===== src/rtl/serial_pkg.sv =====
// Types and line levels shared by the serial frame receiver and the transmit side.
package serial_pkg;

  typedef enum logic [1:0] {
    IDLE = 2'd0,
    DATA = 2'd1,
    STOP = 2'd2
  } rx_state_t;

  localparam logic START_LVL = 1'b1;
  localparam logic STOP_LVL  = 1'b0;

endpackage


===== src/rtl/rx_hold_reg.sv =====
// One-deep valid/ready holding register for completed receive words.
// A new word is accepted when the register is empty or draining this cycle.
// Otherwise the new word is dropped and a one-cycle overrun pulse is raised.
module rx_hold_reg #(
  parameter int W = 4
) (
  input  logic         clk,
  input  logic         rst_n,
  input  logic         load,
  input  logic [W-1:0] din,
  output logic [W-1:0] q,
  output logic         q_valid,
  input  logic         q_ready,
  output logic         overrun
);

  logic [W-1:0] q_q, q_d;
  logic         vld_q, vld_d;
  logic         ovr_q, ovr_d;

  // Load / drain / overrun decision; q keeps its last value after a drain
  always_comb begin
    q_d   = q_q;
    vld_d = vld_q;
    ovr_d = 1'b0;
    if (load) begin
      if (!vld_q || q_ready) begin
        q_d   = din;
        vld_d = 1'b1;
      end else begin
        ovr_d = 1'b1;
      end
    end else if (vld_q && q_ready) begin
      vld_d = 1'b0;
    end
  end

  // Holding register state
  always_ff @(posedge clk or negedge rst_n) begin
    if (!rst_n) begin
      q_q   <= '0;
      vld_q <= 1'b0;
      ovr_q <= 1'b0;
    end else begin
      q_q   <= q_d;
      vld_q <= vld_d;
      ovr_q <= ovr_d;
    end
  end

  assign q       = q_q;
  assign q_valid = vld_q;
  assign overrun = ovr_q;

endmodule


===== src/rtl/serial_frame_rx.sv =====
// Serial-to-parallel frame receiver: start bit, N data bits, stop bit,
// sampled on the en strobe; completed words go out through rx_hold_reg.
module serial_frame_rx
  import serial_pkg::*;
#(
  parameter int N         = 4,
  parameter bit LSB_FIRST = 1'b0
) (
  input  logic         clk,
  input  logic         rst_n,
  input  logic         en,
  input  logic         si,
  output logic [N-1:0] q,
  output logic         q_valid,
  input  logic         q_ready,
  output logic         busy,
  output logic         frame_err,
  output logic         overrun
);

  localparam int               CNT_W    = $clog2(N);
  localparam logic [CNT_W-1:0] CNT_LAST = CNT_W'(N - 1);

  rx_state_t        state_q, state_d;
  logic [CNT_W-1:0] bit_cnt_q, bit_cnt_d;
  logic [N-1:0]     shreg_q, shreg_d;
  logic             frame_err_q, frame_err_d;
  logic             load;

  // State register and datapath flops
  always_ff @(posedge clk or negedge rst_n) begin
    if (!rst_n) begin
      state_q     <= IDLE;
      bit_cnt_q   <= '0;
      shreg_q     <= '0;
      frame_err_q <= 1'b0;
    end else begin
      state_q     <= state_d;
      bit_cnt_q   <= bit_cnt_d;
      shreg_q     <= shreg_d;
      frame_err_q <= frame_err_d;
    end
  end

  // Next-state: everything advances only on en strobes
  always_comb begin
    state_d = state_q;
    case (state_q)
      IDLE:    if (en && si == START_LVL)     state_d = DATA;
      DATA:    if (en && bit_cnt_q == CNT_LAST) state_d = STOP;
      STOP:    if (en)                        state_d = IDLE;
      default: state_d = IDLE;
    endcase
  end

  // Outputs: bit counter, shift register, word completion and framing error.
  // The counter wraps to 0 on the last data bit so it never exceeds N-1.
  always_comb begin
    bit_cnt_d   = bit_cnt_q;
    shreg_d     = shreg_q;
    load        = 1'b0;
    frame_err_d = 1'b0;
    case (state_q)
      IDLE: begin
        if (en && si == START_LVL) bit_cnt_d = '0;
      end
      DATA: begin
        if (en) begin
          if (LSB_FIRST) shreg_d = {si, shreg_q[N-1:1]};
          else           shreg_d = {shreg_q[N-2:0], si};
          bit_cnt_d = (bit_cnt_q == CNT_LAST) ? '0 : bit_cnt_q + 1'b1;
        end
      end
      STOP: begin
        if (en) begin
          if (si == STOP_LVL) load        = 1'b1;
          else                frame_err_d = 1'b1;
        end
      end
      default: ;
    endcase
  end

  assign busy      = (state_q != IDLE);
  assign frame_err = frame_err_q;

  rx_hold_reg #(.W(N)) u_hold (
    .clk     (clk),
    .rst_n   (rst_n),
    .load    (load),
    .din     (shreg_q),
    .q       (q),
    .q_valid (q_valid),
    .q_ready (q_ready),
    .overrun (overrun)
  );

endmodule

===== config.mk =====
export PLATFORM = sky130hd
export DESIGN_NAME = serial_frame_rx
export DESIGN_NICKNAME = d
export VERILOG_FILES = /design/src/rtl/serial_pkg.sv /design/src/rtl/rx_hold_reg.sv /design/src/rtl/serial_frame_rx.sv
export SDC_FILE = /design/constraint.sdc
export NUM_CORES = 1
export LEC_CHECK = 0
export CORE_MARGIN = 5
export CORE_UTILIZATION = 45
export CTS_BUF_LIST = sky130_fd_sc_hd__clkbuf_2
export CTS_CLUSTER_SIZE = 10
export DETAILED_ROUTE_END_ITERATION = 7
export PLACE_DENSITY_LB_ADDON = 0.12
export SLEW_MARGIN = 20
export SYNTH_ARGS = -nofsm -noshare
export SYNTH_HDL_FRONTEND = slang
export SYNTH_HIERARCHICAL = 1
export SYNTH_SLANG_ARGS = --single-unit

===== constraint.sdc =====
create_clock -name clk -period 2.4 [get_ports clk]
set_clock_uncertainty 0.1 [all_clocks]
set_input_delay 0.6 -clock clk [delete_from_list [all_inputs] [get_ports clk]]
set_output_delay 0.6 -clock clk [all_outputs]
set_load 0.01 [all_outputs]

==> results of run 1 <==
registers in the layout, indices dropped and copies added (netlist names):
name	count
bit_cnt_q	2
frame_err	1
shreg_q	4
state_q	2
u_hold/overrun	1
u_hold/q	4
u_hold/q_valid	1
worst max-delay path by stage:
stage / startpoint / endpoint / slack (ps) / cells after the start
3_3_place_gp: en / u_hold/q[3]$_DFFE_PN0P_ / 350 / 5
5_1_grt: state_q[0]$_DFFE_PN0P_ / busy / 90 / 2
4_1_cts: state_q[0]$_DFFE_PN0P_ / busy / 150 / 2
2_1_floorplan: en / shreg_q[0]$_DFFE_PN0P_ / 920 / 4
6_report: state_q[0]$_DFFE_PN0P_ / busy / 170 / 2
3_5_place_dp: en / shreg_q[1]$_DFFE_PN0P_ / 310 / 4
stage by stage:
step,hold slack (ps),worst slack [ps],utilization [%]
detailed placement,402,306,58.2
floorplan,204,918,-
global placement,387,352,58.2
global route,448,94.9,59.7
finish,424,174,59.7
CTS,430,147,59.7
placed cells by master, fill, tap and decap left out:
cell,netlist,final
inv_1,2,2
or2_2,1,1
dfrtp_1,15,15
nand2b_4,1,1
a21oi_1,1,1
ha_1,1,1
o21ai_0,1,1
and2_4,1,1
nand2_1,2,2
a22o_1,3,3
nor2b_4,1,1
clkinv_2,0,1
nand2_4,1,1
a311oi_1,1,1
clkbuf_2,0,3
and3_2,1,1
nor2_1,3,3
mux2_4,8,8
clkdlybuf4s50_1,0,12
nor2b_1,1,1
final cells by class:
type	instances	area, um^2
flip-flops and latches	15	375
well taps	15	18.8
fillers	109	544
repair buffers	12	120
clock buffers	3	15.0
clock inverters	1	5.00
inverters	2	7.51
multi-input cells	27	264
layer usage:
metal,vias to the layer above,track usage (%),part of all wire (%)
met2,9,17.2,50
li1,183,-,-
met1,202,12.0,45
met4,0,6.99,0
met5,-,0,0
met3,0,7.01,4.9
critical path, cell delays in order, from the launching register on:
cell             delay (ps)
dfrtp_1                 460
or2_2                   300
clkdlybuf4s50_1         480
cells by family after synthesis:
logic type | Yosys count
buffers and inverters | 3
adder cells (fa/ha/maj) | 1
AO/OA/AOI/OAI | 6
AND/OR/NAND/NOR | 12
flip-flops | 15
multiplexers | 8
power groups by stage:
| stage | logic, mW | clock network, mW | registers (mW) |
|---|---|---|---|
| 2_1_floorplan | 0.196 | 0 | 0.407 |
| 3_3_place_gp | 0.289 | 0 | 0.404 |
| 3_5_place_dp | 0.299 | 0 | 0.414 |
| 4_1_cts | 0.301 | 0.124 | 0.409 |
| 5_1_grt | 0.318 | 0.133 | 0.422 |
| 6_report | 0.297 | 0.116 | 0.407 |
==> results.txt, run 1 <==
Status = finished, final reports clean
PortBufs = 12
Fin nets = 67
Post-synth ARST share = 100%
Crit path time final = 2230 ps
Tot Pwr = 820 uW
Netlist Area Pre-Place = 658 um^2
Post-Synth Adder-Cell Area = 1.90%
Fraction of layout cells with a size suffix above 1 = 30.0%
GRT overflow = 0
Clk pwr share = 14.2%
Register clock-pin slew on the reported worst setup and hold paths = 150 ps
Unique masters post-synth = 18
Synth warn = 6
Critical R2R Capture = u_hold/q[0]$_DFFE_PN0P_
Crit Path Class = flop to output port
CTS Hold Bufs = 0
RSZ-0062 raised after global routing = false
Diode count = 0
CORE AREA = 1350 um^2
Total track usage = 11.4%
Syn Nets = 51
Top FF cell, synth = dfrtp_1
Fmax = 0.449 GHz
Max-cap violation count = 0
Critical Path End Type = output port
DR vias/cell = 5.25
Post-DP Area = 786 um^2
Vias in the first global route = 368
Post-Layout Cell Count = 75
Reg2Reg Setup Slack = 850 ps
Leading area contributor after synthesis = dfrtp_1
DR iter-0 viols = 1
Routed Antenna Nets = 0
Gate power share = 36.2%
Post-synthesis compound-gate area fraction = 6.84%
Pint = 578 uW
Share of the synthesized area in the top cell type = 57.0%
Sw frac = 29.5%
Mux contribution to synthesized area = 18.3%
Final setup viols = 0
Final Hold Vio Count = 0
WL per Instance = 14.0 um
Area share of and/or/nand/nor cells after synthesis = 13.1%
Clock Latency Late Sink = 280 ps
TritonCTS Buffers = 3
Reg2reg start = state_q[1]$_DFFE_PN0P_
I/O pins = 13
Crit path required time = 1700 ps
Syn_area_per_cell = 14.6 um^2
Leakage = 0.396 nW
Syn Inst Count = 45
WHS Endpoint = u_hold/q[3]$_DFFE_PN0P_
DR pass1 iterations = 2
Power Dens Cells = 1020 nW/um^2
Post-CTS setup buffer count = 0
Initial Util = 48.7%
Worst Hold Depth = 1
Dpl cells = 71
Final Max Tran Viols = 0
# rows = 13
Yosys reg bits = 15
Design area = 806 um^2
WP data arrival = 1530 ps
Tightest Hold Check Type = flop to flop
Vias = 394
Leading post-synthesis cells by cell area = dfrtp_1 (57%), mux2_4 (18%), a22o_1 (4.0%)
Clock Tree Buf Depth = 2
DRC = 0
NetSw = 242 uW
Final WL = 1.05 mm
Worst-path maximum fanout = 6
Register area share after synthesis = 57.0%
Hold Crit Start = shreg_q[3]$_DFFE_PN0P_
Reg power frac = 49.6%
Largest net degree at the start of global routing = 16
EDFF count, synth = 0
Synth cell count leaders = dfrtp_1 (15), mux2_4 (8), a22o_1 (3), nor2_1 (3)
Normalized max-slew margin = 57.0%
Tcrit/Tclk final = 92.7%
HPWL after detailed placement = 840 um
Most frequent cell after synthesis = dfrtp_1
H-Tree Depth = 1
Main combinational cell family by area after synthesis = multiplexers
Worst Tran Pin Value = 643 ps
Clock root buffer = clkbuf_2
Final RePlAce weighted congestion = 0.752
First-pass GRT wire length = 1.66 mm
Die area = 2330 um^2
Worst reg-to-reg path cell count = 5
Peak VDD IR = 0.438 mV
Synth-to-Final Area Change = 22.4%
Sink Count = 15
Quantity of gates resized following cts = 0
Post-Synth XOR/XNOR Area = 0%
Critical path launch point type = flop
TNS Setup = 0 ps
TritonCTS clock tree = built
Initial antenna violation count = 0
Chip Height = 48.2 um
Die X = 48.2 um
No activity file was read; power rests on OpenSTA's default activity.
==> inputs of run 2 (changes only) <==
GPL_TIMING_DRIVEN = 0   (was default)
SYNTH_HIERARCHICAL = default   (was 1)
==> run 2 against run 1 <==
Net effect:
- core utilization grew 0.43 points
- design area decreased by 1.7%
- power down 2.8%
- wire length up 9.7%
- die area shrank 3.0%
- final cell count is the same
- critical endpoint unchanged
- register-to-register slack better by 140 ps
==> results.txt, run 2 <==
First-pass GRT wire length = 1.93 mm
Peak VDD IR = 0.565 mV
Most frequent cells in the layout = dfrtp_1 (15), clkdlybuf4s50_1 (12), mux2_4 (4), mux2_2 (4)
Crit path required time = 1700 ps
CTS Hold Bufs = 0
Unique masters post-synth = 18
Crit Path Class = flop to output port
HPWL after detailed placement = 855 um
DR vias/cell = 5.28
Dpl cells = 71
Vias = 396
Die area = 2260 um^2
Largest net degree at the start of global routing = 16
Vias in the first global route = 430
Share of the synthesized area in the top cell type = 59.3%
PortBufs = 12
TritonCTS clock tree = built
Register clock-pin slew on the reported worst setup and hold paths = 150 ps
WL per Instance = 15.3 um
DRC = 0
Yosys reg bits = 15
Tot Pwr = 797 uW
Final setup viols = 0
Final Hold Vio Count = 0
H-Tree Depth = 1
RSZ-0062 raised after global routing = false
EDFF count, synth = 0
Syn Inst Count = 44
GRT overflow = 0
Die X = 47.5 um
Quantity of gates resized following cts = 0
Total track usage = 13.0%
Final RePlAce weighted congestion = 0.811
I/O pins = 13
DR pass1 iterations = 3
Initial Util = 48.1%
Final WL = 1.15 mm
Initial antenna violation count = 0
WP data arrival = 1550 ps
Tcrit/Tclk final = 93.7%
TNS Setup = 0 ps
Status = finished, final reports clean
Register area share after synthesis = 59.3%
Clock Tree Buf Depth = 2
Setup ws final = 152 ps
Worst-path maximum fanout = 7
Top FF cell, synth = dfrtp_1
Syn Nets = 50
Fin nets = 67
Synth-to-Final Area Change = 25.1%
Diode count = 0
Fraction of layout cells with a size suffix above 1 = 30.0%
Pre-CTS WS = 289 ps
Final Max Tran Viols = 0
Commonest non-fill, non-tap cell in the layout = dfrtp_1
Finished Core Util = 60.1%
Tightest Hold Check Type = flop to flop
Leading area contributor after synthesis = dfrtp_1
Routed Antenna Nets = 0
Critical Path End Type = output port
Netlist Area Pre-Place = 633 um^2
CORE AREA = 1320 um^2
TritonCTS Buffers = 3
Max-cap violation count = 0
# rows = 13
Critical path launch point type = flop
Synth warn = 0
Leakage = 0.377 nW
Clock root buffer = clkbuf_2
Post-synth ARST share = 100%
Syn_area_per_cell = 14.4 um^2
Crit path time final = 2250 ps
Synth cell count leaders = dfrtp_1 (15), mux2_2 (4), mux2_4 (4)
Most frequent cell after synthesis = dfrtp_1
DR iter-0 viols = 6
Post-CTS setup buffer count = 0
Sink Count = 15
Clock Latency Late Sink = 300 ps
Fmax = 0.445 GHz
Worst Tran Pin Value = 661 ps
Chip Height = 47.5 um
Normalized max-slew margin = 55.8%
Post-Layout Cell Count = 75
Power Dens Cells = 1010 nW/um^2
Leading post-synthesis cells by cell area = dfrtp_1 (59%), mux2_4 (9.5%), mux2_2 (7.1%)
## run 2: changes by cell type in the layout (fill, tap and decap cells not counted), sizes merged
cell,delta
a22o,-1
and2,-1
and2b,+1
and3,-1
and3b,+1
buf,+1
inv,-2
nand2b,+1
nand4bb,+1
nor2b,-2
o21ai,+1
or2b,+1
## run 2: area by class of cell
type | count | area (um^2)
timing repair buffer | 12 | 120
clock buffer | 3 | 15.0
buffer | 1 | 11.3
multi-input combinational | 28 | 246
tap | 15 | 18.8
fill | 103 | 526
sequential | 15 | 375
clock inverter | 1 | 5.00
## run 2: metrics by stage
step	hold slack, ps	instance area (um^2)
6_report	431	792
3_3_place_gp	379	772
2_1_floorplan	204	633
3_5_place_dp	397	772
4_1_cts	425	792
5_1_grt	455	792
## run 2: cells by family (layout without fill, tap and decap cells)
| logic type | Yosys count | in the layout | synth area share (%) |
|---|---|---|---|
| flops | 15 | 15 | 59.3 |
| fa+ha+maj | 1 | 1 | 1.98 |
| buf+inv | 1 | 17 | 1.78 |
| compound gates | 6 | 6 | 6.52 |
| mux | 8 | 8 | 16.6 |
| simple gates | 13 | 13 | 13.8 |
## run 2: worst paths after layout
path                            slack [ps]               startpoint                  endpoint  cells after the start
max in group asynchronous             1190                    rst_n    state_q[1]$_DFFE_PN0P_                      1
worst min-delay path                   430  u_hold.q[3]$_DFFE_PN0P_   u_hold.q[3]$_DFFE_PN0P_                      1
worst min register to register         430  u_hold.q[3]$_DFFE_PN0P_   u_hold.q[3]$_DFFE_PN0P_                      1
min in group asynchronous              580                    rst_n  u_hold.overrun$_DFF_PN0_                      1
worst max-delay path                   150   state_q[0]$_DFFE_PN0P_                      busy                      2
worst max register to register         990   state_q[0]$_DFFE_PN0P_   u_hold.q[1]$_DFFE_PN0P_                      3
## run 2: power breakdown
group          internal (mW)  total, mW  switching [mW]
Combinational          0.183      0.277          0.0939
Clock                 0.0377      0.122          0.0845
Sequential             0.337      0.398          0.0612
## run 2: routing by layer
layer / part of all wire, % / track usage, %
met5: 0 / 0
met4: 2.5 / 8.29
met3: 7.8 / 3.76
met2: 49 / 22.2
met1: 40 / 14.0
## run 2: critical path, cell delays in order (launching register included)
cell and delay, ps:
dfrtp_1 470, or2_2 310, clkdlybuf4s50_1 480
==> inputs of run 3 (changes only) <==
PLACE_DENSITY = 0.72   (was default)
PLACE_DENSITY_LB_ADDON = default   (was 0.12)
==> run 3 against run 2 <==
Net effect:
- critical path depth did not move
- critical endpoint unchanged
- count of clock-buffer cells in the layout is the same
- power shrank 0.75%
- wire length fell by 13%
- sequential power is essentially flat
- design area is the same
==> results.txt, run 3 (synthesis results as in run 2) <==
Status = finished, final reports clean
Clock Tree Buf Depth = 2
HPWL after detailed placement = 722 um
Initial Util = 48.1%
Tcrit/Tclk final = 92.6%
DRC = 0
TNS Setup = 0 ps
Initial antenna violation count = 0
Power Dens Cells = 999 nW/um^2
Pint = 557 uW
Largest net degree at the start of global routing = 16
Gate power share = 34.3%
Die X = 47.5 um
Critical path launch point type = flop
Max-cap violation count = 0
Final Hold Vio Count = 0
Met2 usage = 16.6%
Final RePlAce weighted congestion = 0.718
Clk pwr share = 15.6%
Crit Path Class = flop to output port
Peak VDD IR = 0.580 mV
Total track usage = 11.1%
Fmax = 0.450 GHz
First-pass GRT wire length = 1.73 mm
Critical Path End Type = output port
Sink Count = 15
DR pass1 iterations = 4
Sw frac = 29.6%
Post-Layout Cell Count = 75
Post-DP Area = 772 um^2
Tightest Hold Check Type = flop to flop
Commonest non-fill, non-tap cell in the layout = dfrtp_1
CORE AREA = 1320 um^2
Quantity of gates resized following cts = 0
Met3 GRT Util = 2.26%
Final setup viols = 0
Design area = 792 um^2
Clock Latency Late Sink = 290 ps
Final WL = 999 um
Vias = 389
Reg power frac = 50.1%
Synth-to-Final Area Change = 25.1%
Fraction of layout cells with a size suffix above 1 = 30.0%
Most Crowded Layer GR = met2
WP data arrival = 1520 ps
Clock root buffer = clkbuf_2
Worst-path maximum fanout = 7
Multi-input combinational cell area = 246 um^2
RSZ-0062 raised after global routing = false
WL per Instance = 13.3 um
Sequential cell area = 375 um^2
Crit path time final = 2220 ps
Chip Height = 47.5 um
# rows = 13
DR vias/cell = 5.19
Fin nets = 67
Routed Antenna Nets = 0
Post-CTS setup buffer count = 0
H-Tree Depth = 1
Register clock-pin slew on the reported worst setup and hold paths = 150 ps
Die area = 2260 um^2
Final Max Tran Viols = 0
Filler cells = 103
Global routing usage on met1 = 14.7%
Vias in the first global route = 387
Normalized max-slew margin = 57.8%
Dpl cells = 71
CTS Hold Bufs = 0
PortBufs = 12
DR iter-0 viols = 6
NetSw = 234 uW
Diode count = 0
TritonCTS clock tree = built
Leakage = 0.377 nW
Crit path required time = 1700 ps
I/O pins = 13
Most frequent cells in the layout = dfrtp_1 (15), clkdlybuf4s50_1 (12), mux2_4 (4), mux2_2 (4)
TritonCTS Buffers = 3
Worst Tran Pin Value = 631 ps
GRT overflow = 0
-- run 3: final timing paths --
| kind | cells past startpoint | from | endpoint | slack, ps |
|---|---|---|---|---|
| max | 2 | state_q[0]$_DFFE_PN0P_ | busy | 180 |
| min | 1 | bit_cnt_q[1]$_DFFE_PN0P_ | bit_cnt_q[1]$_DFFE_PN0P_ | 430 |
| max reg2reg | 3 | state_q[0]$_DFFE_PN0P_ | u_hold.q[1]$_DFFE_PN0P_ | 1010 |
| min reg2reg | 1 | bit_cnt_q[1]$_DFFE_PN0P_ | bit_cnt_q[1]$_DFFE_PN0P_ | 430 |
| max in group asynchronous | 1 | rst_n | bit_cnt_q[0]$_DFFE_PN0P_ | 1220 |
| min in group asynchronous | 1 | rst_n | u_hold.q_valid$_DFFE_PN0P_ | 580 |
-- run 3: critical path, stage by stage, from the launching register on --
cell	delay [ps]
dfrtp_1	460
or2_2	300
clkdlybuf4s50_1	480
-- run 3: area by class of cell --
class / instances / area share, %
Clock inverter: 1 / 0.632
Sequential cell: 15 / 47.4
Clock buffer: 3 / 1.90
Multi-Input combinational cell: 28 / 31.1
Timing Repair Buffer: 12 / 15.2
Buffer: 1 / 1.42
Tap cell: 15 / 2.37
-- run 3: stage by stage --
step | util [%] | hold slack [ps] | setup WS (ps) | power (mW)
after detailed placement | 58.6 | 386 | 311 | 0.677
after CTS | 60.1 | 432 | 164 | 0.801
after global routing | 60.1 | 451 | 127 | 0.845
after floorplan | - | 204 | 859 | 0.567
final | 60.1 | 431 | 177 | 0.791
after global placement | 58.6 | 391 | 308 | 0.672
-- run 3: per-layer routing --
layer | up-vias | wire length, um
li1 | 189 | -
met1 | 184 | 472
met2 | 11 | 435
met3 | 5 | 64
met4 | 0 | 26
met5 | - | 0
-- run 3: power by group through the flow --
stage / logic, mW / clock network, mW / registers [mW]
final: 0.272 / 0.124 / 0.396
after global routing: 0.298 / 0.135 / 0.413
after CTS: 0.277 / 0.127 / 0.398
after detailed placement: 0.274 / 0 / 0.403
after global placement: 0.271 / 0 / 0.400
after floorplan: 0.166 / 0 / 0.401
